$ cat src/rtl/rip_trap_unit.sv
// Machine-mode CSR file (MTVEC, MEPC, MCAUSE) and trap/MRET redirect sequencer for rip-cpu.
// Optional MSCRATCH at 0x340 is enabled by defining RIP_MSCRATCH_EN.
`timescale 1ns/1ps

module rip_trap_unit #(
    parameter logic [31:0] MTVEC_RESET = 32'h0,
    parameter int unsigned CAUSE_W     = 32
) (
    input  logic               clk,
    input  logic               rstn,
    input  logic [1:0]         csr_op,
    input  logic [11:0]        csr_addr,
    input  logic [31:0]        csr_wdata,
    output logic [31:0]        csr_rdata,
    output logic               csr_illegal,
    input  logic               trap_valid,
    input  logic [CAUSE_W-1:0] trap_cause,
    input  logic [31:0]        trap_pc,
    input  logic               mret_valid,
    output logic               busy,
    output logic               redirect_valid,
    output logic [31:0]        redirect_pc
);

    typedef enum logic [1:0] {StIdle, StTrapSave, StTrapJump, StMretJump} state_e;

    localparam logic [11:0] AddrMscratch = 12'h340;
    localparam logic [11:0] AddrMtvec    = 12'h305;
    localparam logic [11:0] AddrMepc     = 12'h341;
    localparam logic [11:0] AddrMcause   = 12'h342;

    state_e              state_q;
    logic [31:0]         mtvec_q;
    logic [31:0]         mepc_q;
    logic [CAUSE_W-1:0]  mcause_q;
    logic                busy_q;
    logic                redirect_valid_q;
    logic [31:0]         redirect_pc_q;
`ifdef RIP_MSCRATCH_EN
    logic [31:0]         mscratch_q;
`endif

    logic [31:0]         csr_old;
    logic [31:0]         csr_new;
    logic                csr_hit;
    logic                csr_we;
    logic [31:0]         mcause_ext;
    logic [CAUSE_W-1:0]  cause_new;
    logic                unused_trap_pc;

    assign mcause_ext     = 32'(mcause_q);
    assign cause_new      = CAUSE_W'(csr_new);
    assign unused_trap_pc = ^trap_pc[1:0];

    always_comb begin
        csr_hit = 1'b1;
        csr_old = '0;
        case (csr_addr)
            AddrMtvec:    csr_old = mtvec_q;
            AddrMepc:     csr_old = mepc_q;
            AddrMcause:   csr_old = mcause_ext;
`ifdef RIP_MSCRATCH_EN
            AddrMscratch: csr_old = mscratch_q;
`endif
            default:      csr_hit = 1'b0;
        endcase
    end

    always_comb begin
        csr_new = csr_old;
        case (csr_op)
            2'b01:   csr_new = csr_wdata;
            2'b10:   csr_new = csr_old | csr_wdata;
            2'b11:   csr_new = csr_old & ~csr_wdata;
            default: csr_new = csr_old;
        endcase
    end

    assign csr_rdata   = (csr_op != 2'b00 && csr_hit) ? csr_old : 32'h0;
    assign csr_illegal = (csr_op != 2'b00) && !csr_hit;

    // Lower-priority requests lose to trap/mret and are dropped, never queued.
    assign csr_we = (state_q == StIdle) && !trap_valid && !mret_valid &&
                    (csr_op != 2'b00) && csr_hit;

    always_ff @(posedge clk or negedge rstn) begin
        if (!rstn) begin
            state_q          <= StIdle;
            mtvec_q          <= MTVEC_RESET;
            mepc_q           <= '0;
            mcause_q         <= '0;
            busy_q           <= 1'b0;
            redirect_valid_q <= 1'b0;
            redirect_pc_q    <= '0;
`ifdef RIP_MSCRATCH_EN
            mscratch_q       <= '0;
`endif
        end else begin
            redirect_valid_q <= 1'b0;
            unique case (state_q)
                StIdle: begin
                    if (trap_valid) begin
                        mepc_q   <= {trap_pc[31:2], 2'b00};
                        mcause_q <= trap_cause;
                        busy_q   <= 1'b1;
                        state_q  <= StTrapSave;
                    end else if (mret_valid) begin
                        busy_q           <= 1'b1;
                        redirect_valid_q <= 1'b1;
                        redirect_pc_q    <= mepc_q;
                        state_q          <= StMretJump;
                    end else if (csr_we) begin
                        case (csr_addr)
                            AddrMtvec:    mtvec_q    <= {csr_new[31:2], 2'b00};
                            AddrMepc:     mepc_q     <= {csr_new[31:2], 2'b00};
                            AddrMcause:   mcause_q   <= cause_new;
`ifdef RIP_MSCRATCH_EN
                            AddrMscratch: mscratch_q <= csr_new;
`endif
                            default:      ;
                        endcase
                    end
                end
                StTrapSave: begin
                    redirect_valid_q <= 1'b1;
                    redirect_pc_q    <= mtvec_q;
                    state_q          <= StTrapJump;
                end
                StTrapJump, StMretJump: begin
                    busy_q  <= 1'b0;
                    state_q <= StIdle;
                end
                default: state_q <= StIdle;
            endcase
        end
    end

    assign busy           = busy_q;
    assign redirect_valid = redirect_valid_q;
    assign redirect_pc    = redirect_pc_q;

endmodule

$ cat config.mk
export PLATFORM = sky130hd
export DESIGN_NAME = rip_trap_unit
export DESIGN_NICKNAME = d
export VERILOG_FILES = /design/src/rtl/rip_trap_unit.sv
export SDC_FILE = /design/constraint.sdc
export NUM_CORES = 1
export LEC_CHECK = 0
export CORE_UTILIZATION = 30
export DETAILED_ROUTE_END_ITERATION = 7
export SYNTH_ARGS = -nofsm -noshare
export SYNTH_HDL_FRONTEND = slang
export SYNTH_SLANG_ARGS = --single-unit
$ cat constraint.sdc
create_clock -name clk -period 4.1 [get_ports clk]
set_input_delay 0.82 -clock clk [delete_from_list [all_inputs] [get_ports clk]]
set_output_delay 0.82 -clock clk [all_outputs]
set_load 0.05 [all_outputs]
Word-level counts from Yosys, hierarchy flattened. Cells that the tools add are included.

Register bits after elaboration: 130. Output and inout port bits: 67. Word-level logic and storage cells: 72.

Equal/unequal tests: 13. Muxes and demuxes: 24. Bitwise operators: 5. Reduce and logical (&&, ||, !) cells: 23.

Operators with widths (number): $mux W32 (11); $pmux W32 S3 (2); $pmux W32 S2 (1); $eq A12 B10 Y1 const B (3); $and A32 B32 Y32 (1); $not A32 Y32 (1); $or A32 B32 Y32 (1); $reduce_bool A2 Y1 (6); $eq A2 B2 Y1 const B (4); $reduce_and A4 Y1 (2); $logic_and A1 B1 Y1 (6); $ne A2 B2 Y1 const B (3); $pmux W2 S3 (1); $mux W1 (5); $reduce_and A5 Y1 (1); $eq A2 B1 Y1 const B (2); $mux W2 (2); $pmux W1 S2 (2); $logic_not A1 Y1 (3); $ne A3 B3 Y1 const B (1); $reduce_and A3 Y1 (1); $reduce_or A3 Y1 (1); $logic_not A2 Y1 (1); $not A1 Y1 (2); other kinds (2) (2).

Longest topological paths before layout. Gate-level depths: netlist of the first run.

Depth after elaboration: 8. Depth in mapped cells: 9. Depth with buffers taken out: 5.

Worst setup path before layout of the first run. OpenSTA, ideal clock, no wires.

Path kind: input -> output. From: input csr_addr[3]. To: output csr_rdata[13]. Data arrival time: 2.741 ns. Required time: 3.280 ns. Setup slack: 0.539 ns. Stages on the path: 7. Path buffers: 2. Cell sequence: nor4_4 buf_4 nand2_2 nor2_1 nand2_1 clkbuf_1 a21oi_1.

Longest elaborated chain between the ends: 5. Elaborated cells on any way between the ends: 8. Classes of those cells: 3 x eq/ne; 3 x mux; 2 x reduce/logical.

RTL lines: from (decl) (line 12) `input logic [11:0] csr_addr,`; $eq A12 B10 Y1 (line 58) `case (csr_addr)`; $reduce_or A3 Y1 (no line); $mux W1 (line 58); $logic_and A1 B1 Y1 (line 79) `assign csr_rdata = (csr_op != 2'b00 && csr_hit) ? csr_old : 32'h0;`; $mux W32 * (line 79); to (decl) (line 14) `output logic [31:0] csr_rdata,`.

Every way passes the cells marked *; elsewhere a longest branch is shown, timed or not.

Worst setup path in the final report of the first run.
From: input csr_addr[8]. To: output csr_rdata[20].

Same word-level chain as after synthesis.

==> results of run 1 <==
## critical path: stages
cell and delay (ns):
clkdlybuf4s50_1 0.48, nor4bb_4 0.54, buf_4 0.28, and4_1 0.23, buf_4 0.21, a21oi_1 0.09
nor2_1 0.24, buf_12 0.18
## where the power goes
| part | leakage, nW | internal [mW] | switching, mW |
|---|---|---|---|
| registers | 1.54 | 1.72 | 0.326 |
| logic | 2.29 | 0.904 | 1.55 |
| clock network | 0.300 | 0.972 | 0.606 |
| total | 4.13 | 3.60 | 2.48 |
## layer usage
layer  global-route usage  vias to the layer above
li1                     -                     3720
met1                0.312                     3887
met2                0.344                      314
met3               0.0373                       49
met4               0.0913                        0
met5                    0                        -
## sequential cells by signal, indices dropped and copies added (netlist names)
| name | count |
|---|---|
| mcause_ext | 32 |
| mepc_q | 30 |
| mtvec_q | 30 |
| redirect_pc | 30 |
| state_q | 2 |
| busy | 1 |
| redirect_valid | 1 |
## logic make-up after synthesis
logic type / after synthesis / share of synthesized area
buffers and inverters: 95 / 0.0532
and+or+nand+nor: 345 / 0.208
xor gates and xnor gates: 33 / 0.0369
muxes: 30 / 0.0383
other: 1 / 0.000479
DFF: 126 / 0.402
AOI/OAI and AO/OA: 325 / 0.260
## metrics by stage
| stage | util | power (mW) |
|---|---|---|
| 2_1_floorplan | - | 3.59 |
| 3_3_place_gp | 0.407 | 4.48 |
| 3_5_place_dp | 0.407 | 4.53 |
| 4_1_cts | 0.431 | 6.12 |
| 5_1_grt | 0.431 | 6.41 |
| 6_report | 0.431 | 6.08 |
## cell usage in the layout, fill, tap and decap left out, drive strengths merged, types with 3 or more instances in the layout
cell,n
and2,37
a21oi,114
clkbuf,18
a31oi,62
xnor2,32
clkdlybuf4s50,140
bufinv,3
o31ai,27
nand4,9
inv,5
clkinv,9
a22o,22
mux2i,30
nand3b,16
nor2,86
a211o,14
nand2,129
dfrtp,126
nor2b,6
and3b,8
a22oi,3
o21ai,64
nand3,45
buf,79
o211ai,3
a211oi,12
## worst max path at each step
stage | from | endpoint | slack (ns) | depth (start not counted)
floorplan | csr_addr[3] | csr_rdata[13] | 0.54 | 7
global placement | csr_addr[8] | csr_rdata[18] | 0.18 | 8
detailed placement | csr_addr[2] | csr_rdata[2] | 0.15 | 8
CTS | csr_addr[8] | csr_rdata[20] | 0.17 | 8
global route | csr_addr[8] | csr_rdata[18] | 0.03 | 8
finish | csr_addr[8] | csr_rdata[20] | 0.20 | 8
## cell type report
type / count / area (um^2)
clock inverter: 14 / 166
tap: 330 / 413
fill: 2553 / 14400
clock buffer: 18 / 439
sequential: 126 / 3150
inverter: 4 / 15.0
timing repair buffer: 219 / 2430
multi-input combinational: 735 / 4330
==> results.md, run 1 <==
* Critical R2R Capture: redirect_pc[31]
* Post-route setup TNS at 0 ns
* Antenna-violating nets left at 0
* Clk_skew at 0.00716 ns
* RSZ-0062 raised after global routing: false
* Synth warnings at 0
* Row count at 58
* Fmax at 256 MHz
* Wl on met1 at 13,100 um
* Final Setup Violations at 0
* Hold Worst Slack at 0.370 ns
* Routed WL per cell at 20.4 um
* H-Tree Level Count at 4
* Synth top area share at 0.402
* # diodes at 0
* PostCTS Resize Cnt at 0
* Synthesized cell area at 7840 um^2
* Top cells by count, synth: nand2_1, dfrtp_1, a21oi_1
* R2r worst-path depth at 4
* Gr ovfl total at 0
* Largest net degree at the start of global routing at 66
* Antenna violations before repair at 0
* Pwr/cell area at 555 nW/um^2
* Most common cell in the synthesized netlist: nand2_1
* CTS buffer count at 17
* #FFs+latches synth at 126
* First-pass GRT wire length at 45,100 um
* DP Area at 10,300 um^2
* Final instance area at 11,000 um^2
* Layout cell share with drive strength beyond 1 at 0.124
* Top Metal Used: met4
* Final hold vios at 0
* Area Growth Syn to Fin at 39.8%
* Sink Count at 126
* Final non-filler cell total at 1,446
* Root Buffer: clkbuf_16
* Status: complete, no violations
* Synth area leaders: dfrtp_1, a21oi_1, nand2_1
* Vias in the first global route at 7,773
* Starting density of the core at 0.308
* Max FO, Critical Path at 11
* Initial detailed-routing violation count at 565
* Post-synth EDFFs at 0
* Clock transition at the registers of the reported paths at 0.06 ns
* Critical path endpoint category: output port
* Leakage power at 4.13 nW
* Flop2flop setup slack at 1.99 ns
* Tcrit/Tclk final at 0.951
* Clock latency on the worst-skew pair at 0.43 ns
* Worst slack, placed at 0.149 ns
* I/O Buffers at 176
* Layout Nets at 1,217
* Critical path data arrival time at 3.08 ns
* Post-synth cell types at 42
* Routed wl met2 at 13,500 um
* Top Ports at 181
* Peak supply drop at 346 uV
* Die area at 26,800 um^2
* # DRC at 0
* Prevailing post-synth register cell: dfrtp_1
* Initial DRT Pass Iterations at 5
* Max-cap viol count at 0
* WP data required at 3.28 ns
* Worst hold path type: primary input to asynchronous set/reset pin
* Setup slack after layout at 0.199 ns
* Hold-fix buffers, CTS at 0
* CTS Buffer Depth at 2
* Crit Path Category: primary input to output port
* Slew headroom at 0.470
* Die W at 164 um
* Post-CTS Setup Bufs at 0
* Yosys top cell by area: dfrtp_1
* GRT Overall Usage at 0.225
* Final wirelength at 29,400 um
* HPWL Detailed at 19,400 um
* Cell count after placement at 1,414
* Met3 WL at 2070 um
* Type of origin of the critical path: primary input
* Reg2Reg Launch Point: state_q[0]
* Asr flop ratio synth at 1.00
* Vias per std cell at 5.51
* Seq/Total Area, Yosys at 0.402
* Via count at 7,970
* Min Tclk post-route at 3.90 ns
* Die height at 164 um
* Gpl congestion at 0.837
* Slew @ Worst Pin at 0.793 ns
* Max-slew violation count at 0
* CTS tree: yes
* Syn avg cell area at 8.20 um^2
* Core area at 25,400 um^2
* Synth Instances at 955
(Power assumes the default switching activity.)
==> run 2: changes to the inputs <==
--- a/config.mk
+++ b/config.mk
@@ -6,4 +6,5 @@
 export NUM_CORES = 1
 export LEC_CHECK = 0
+export ABC_CLOCK_PERIOD_IN_PS = 4100
 export CORE_UTILIZATION = 30
 export DETAILED_ROUTE_END_ITERATION = 7
==> constraint.sdc (replaced) <==
create_clock -name clk -period 4.1 [get_ports clk]
set_input_delay 0.82 -clock clk [delete_from_list [all_inputs] [get_ports clk]]
set_output_delay 0.82 -clock clk [all_outputs]
set_load 0.01 [all_outputs]
==> run 2 against run 1 <==
Non-clock buffer count is 11 higher. Global-route usage up 0.17 points. Clock skew increased by 0.0033 ns. Clock power is essentially flat. Combinational power fell by 18%. Core utilization shrank 0.56 points.
==> results.md, run 2 (synthesized netlist as in run 1, its figures left out) <==
* Layout Nets at 1,228
* Final non-filler cell total at 1,457
* HPWL Detailed at 19,600 um
* Slew headroom at 0.503
* Die area at 26,800 um^2
* Clock transition at the registers of the reported paths at 0.06 ns
* Core area at 25,400 um^2
* Initial detailed-routing violation count at 580
* Crit Path Category: primary input to output port
* Sink Count at 126
* Slew @ Worst Pin at 0.744 ns
* Delay of the slowest cell on the worst path at 0.60 ns
* Initial DRT Pass Iterations at 5
* Tcrit/Tclk final at 0.978
* Row count at 58
* Vias in the first global route at 7,794
* CTS buffer count at 17
* Critical path endpoint category: output port
* Status: complete, no violations
* CP top delay family: buffers and inverters
* Pwr/cell area at 521 nW/um^2
* Fillcell total at 2,531
* Max-cap viol count at 0
* Final Setup Violations at 0
* Area Growth Syn to Fin at 38.0%
* Buf/Inv on CP at 4
* Gr ovfl total at 0
* GRT Overall Usage at 0.226
* Final wirelength at 29,800 um
* CTS tree: yes
* Fmax at 249 MHz
* Routed WL per cell at 20.4 um
* Type of origin of the critical path: primary input
* Largest net degree at the start of global routing at 71
* Critical path data arrival time at 3.19 ns
* Register Area at 3150 um^2
* # DRC at 0
* Clock latency on the worst-skew pair at 0.42 ns
* Leakage power at 4.14 nW
* Worst hold path type: primary input to asynchronous set/reset pin
* Antenna violations before repair at 0
* Min Tclk post-route at 4.01 ns
* Top Ports at 181
* Most common cell after layout, fill and taps aside: clkdlybuf4s50_1
* Hold-fix buffers, CTS at 0
* Multi-input gate area at 4350 um^2
* Die W at 164 um
* Vias per std cell at 5.47
* Peak supply drop at 258 uV
* Via count at 7,971
* Cell count after placement at 1,425
* WP data required at 3.28 ns
* Crit-path slowest cell: clkdlybuf4s50_1
* H-Tree Level Count at 4
* Post-route setup TNS at 0 ns
* I/O Buffers at 176
* Max reg flops at 32
* Worst path cell trace: clkdlybuf4s50_1 -> nor4_4 -> buf_4 -> nand2_1 -> buf_12 -> a211o_1 -> a21oi_1 -> clkdlybuf4s50_1
* Layout cell share with drive strength beyond 1 at 0.106
* Most frequent CP cell: clkdlybuf4s50_1
* Antenna-violating nets left at 0
* Root Buffer: clkbuf_16
* Max-slew violation count at 0
* First-pass GRT wire length at 45,700 um
* Starting density of the core at 0.308
* CTS Buffer Depth at 2
* Max FO, Critical Path at 14
* Clk_skew at 0.0104 ns
* Commonest non-fill, non-tap cells in the layout: clkdlybuf4s50_1, nand2_1, dfrtp_1
* # diodes at 0
* Hold Worst Slack at 0.422 ns
* Die height at 164 um
* Final hold vios at 0
* Gpl congestion at 0.806
-- run 2: per-stage QoR --
stage	area (um^2)	setup slack, ns	util	power (mW)
2_1_floorplan	7840	1.03	-	3.14
3_3_place_gp	10200	0.0248	0.400	4.03
3_5_place_dp	10200	-0.0118	0.400	4.08
4_1_cts	10800	0.0416	0.424	5.67
5_1_grt	10800	-0.000148	0.426	5.98
6_report	10800	0.0894	0.426	5.64
-- run 2: worst paths after layout --
check                                 from         endpoint  slack [ns]  cells after the start
max                            csr_addr[3]     csr_rdata[2]        0.09                      8
min                                   rstn       mtvec_q[4]        0.42                      1
max reg2reg                     state_q[0]  redirect_pc[31]        1.93                      4
min reg2reg                redirect_pc[18]  redirect_pc[18]        0.47                      2
max in group asynchronous             rstn      mtvec_q[24]        2.88                      2
min in group clk           redirect_pc[18]  redirect_pc[18]        0.47                      2
-- run 2: per-layer routing --
metal	vias up	GRT usage	routed length [um]
li1	3742	-	-
met1	3893	0.322	13800
met2	296	0.355	13700
met3	40	0.0348	1910
met4	0	0.0577	431
met5	-	0	0
-- run 2: worst register-to-register path, delay by kind of cell (launching register included) --
family | cells | cell delay [ns]
AOI/OAI and AO/OA | 1 | 0.11
buffers and inverters | 1 | 0.49
DFF | 1 | 0.44
muxes | 1 | 0.33
and+or+nand+nor | 1 | 0.67
-- run 2: final cells by class --
cell class | instances | area share
clock buffers | 19 | 0.0410
flip-flops and latches | 126 | 0.292
multi-input cells | 735 | 0.402
repair buffers | 230 | 0.210
inverters | 4 | 0.00139
clock inverters | 13 | 0.0152
well taps | 330 | 0.0382
-- run 2: power breakdown --
| part | switching (mW) | internal (mW) | leakage (nW) | total (mW) |
|---|---|---|---|---|
| Combinational | 1.10 | 0.904 | 2.31 | 2.00 |
| Sequential | 0.329 | 1.72 | 1.54 | 2.05 |
| Clock | 0.606 | 0.974 | 0.293 | 1.58 |
| Total | 2.03 | 3.60 | 4.14 | 5.64 |
-- run 2: repair_timing --
item / 4_1_cts / 5_1_grt
gates resized for setup: 1 / 13
buffers inserted: 0 / 0
setup endpoints to repair: 1 / 17
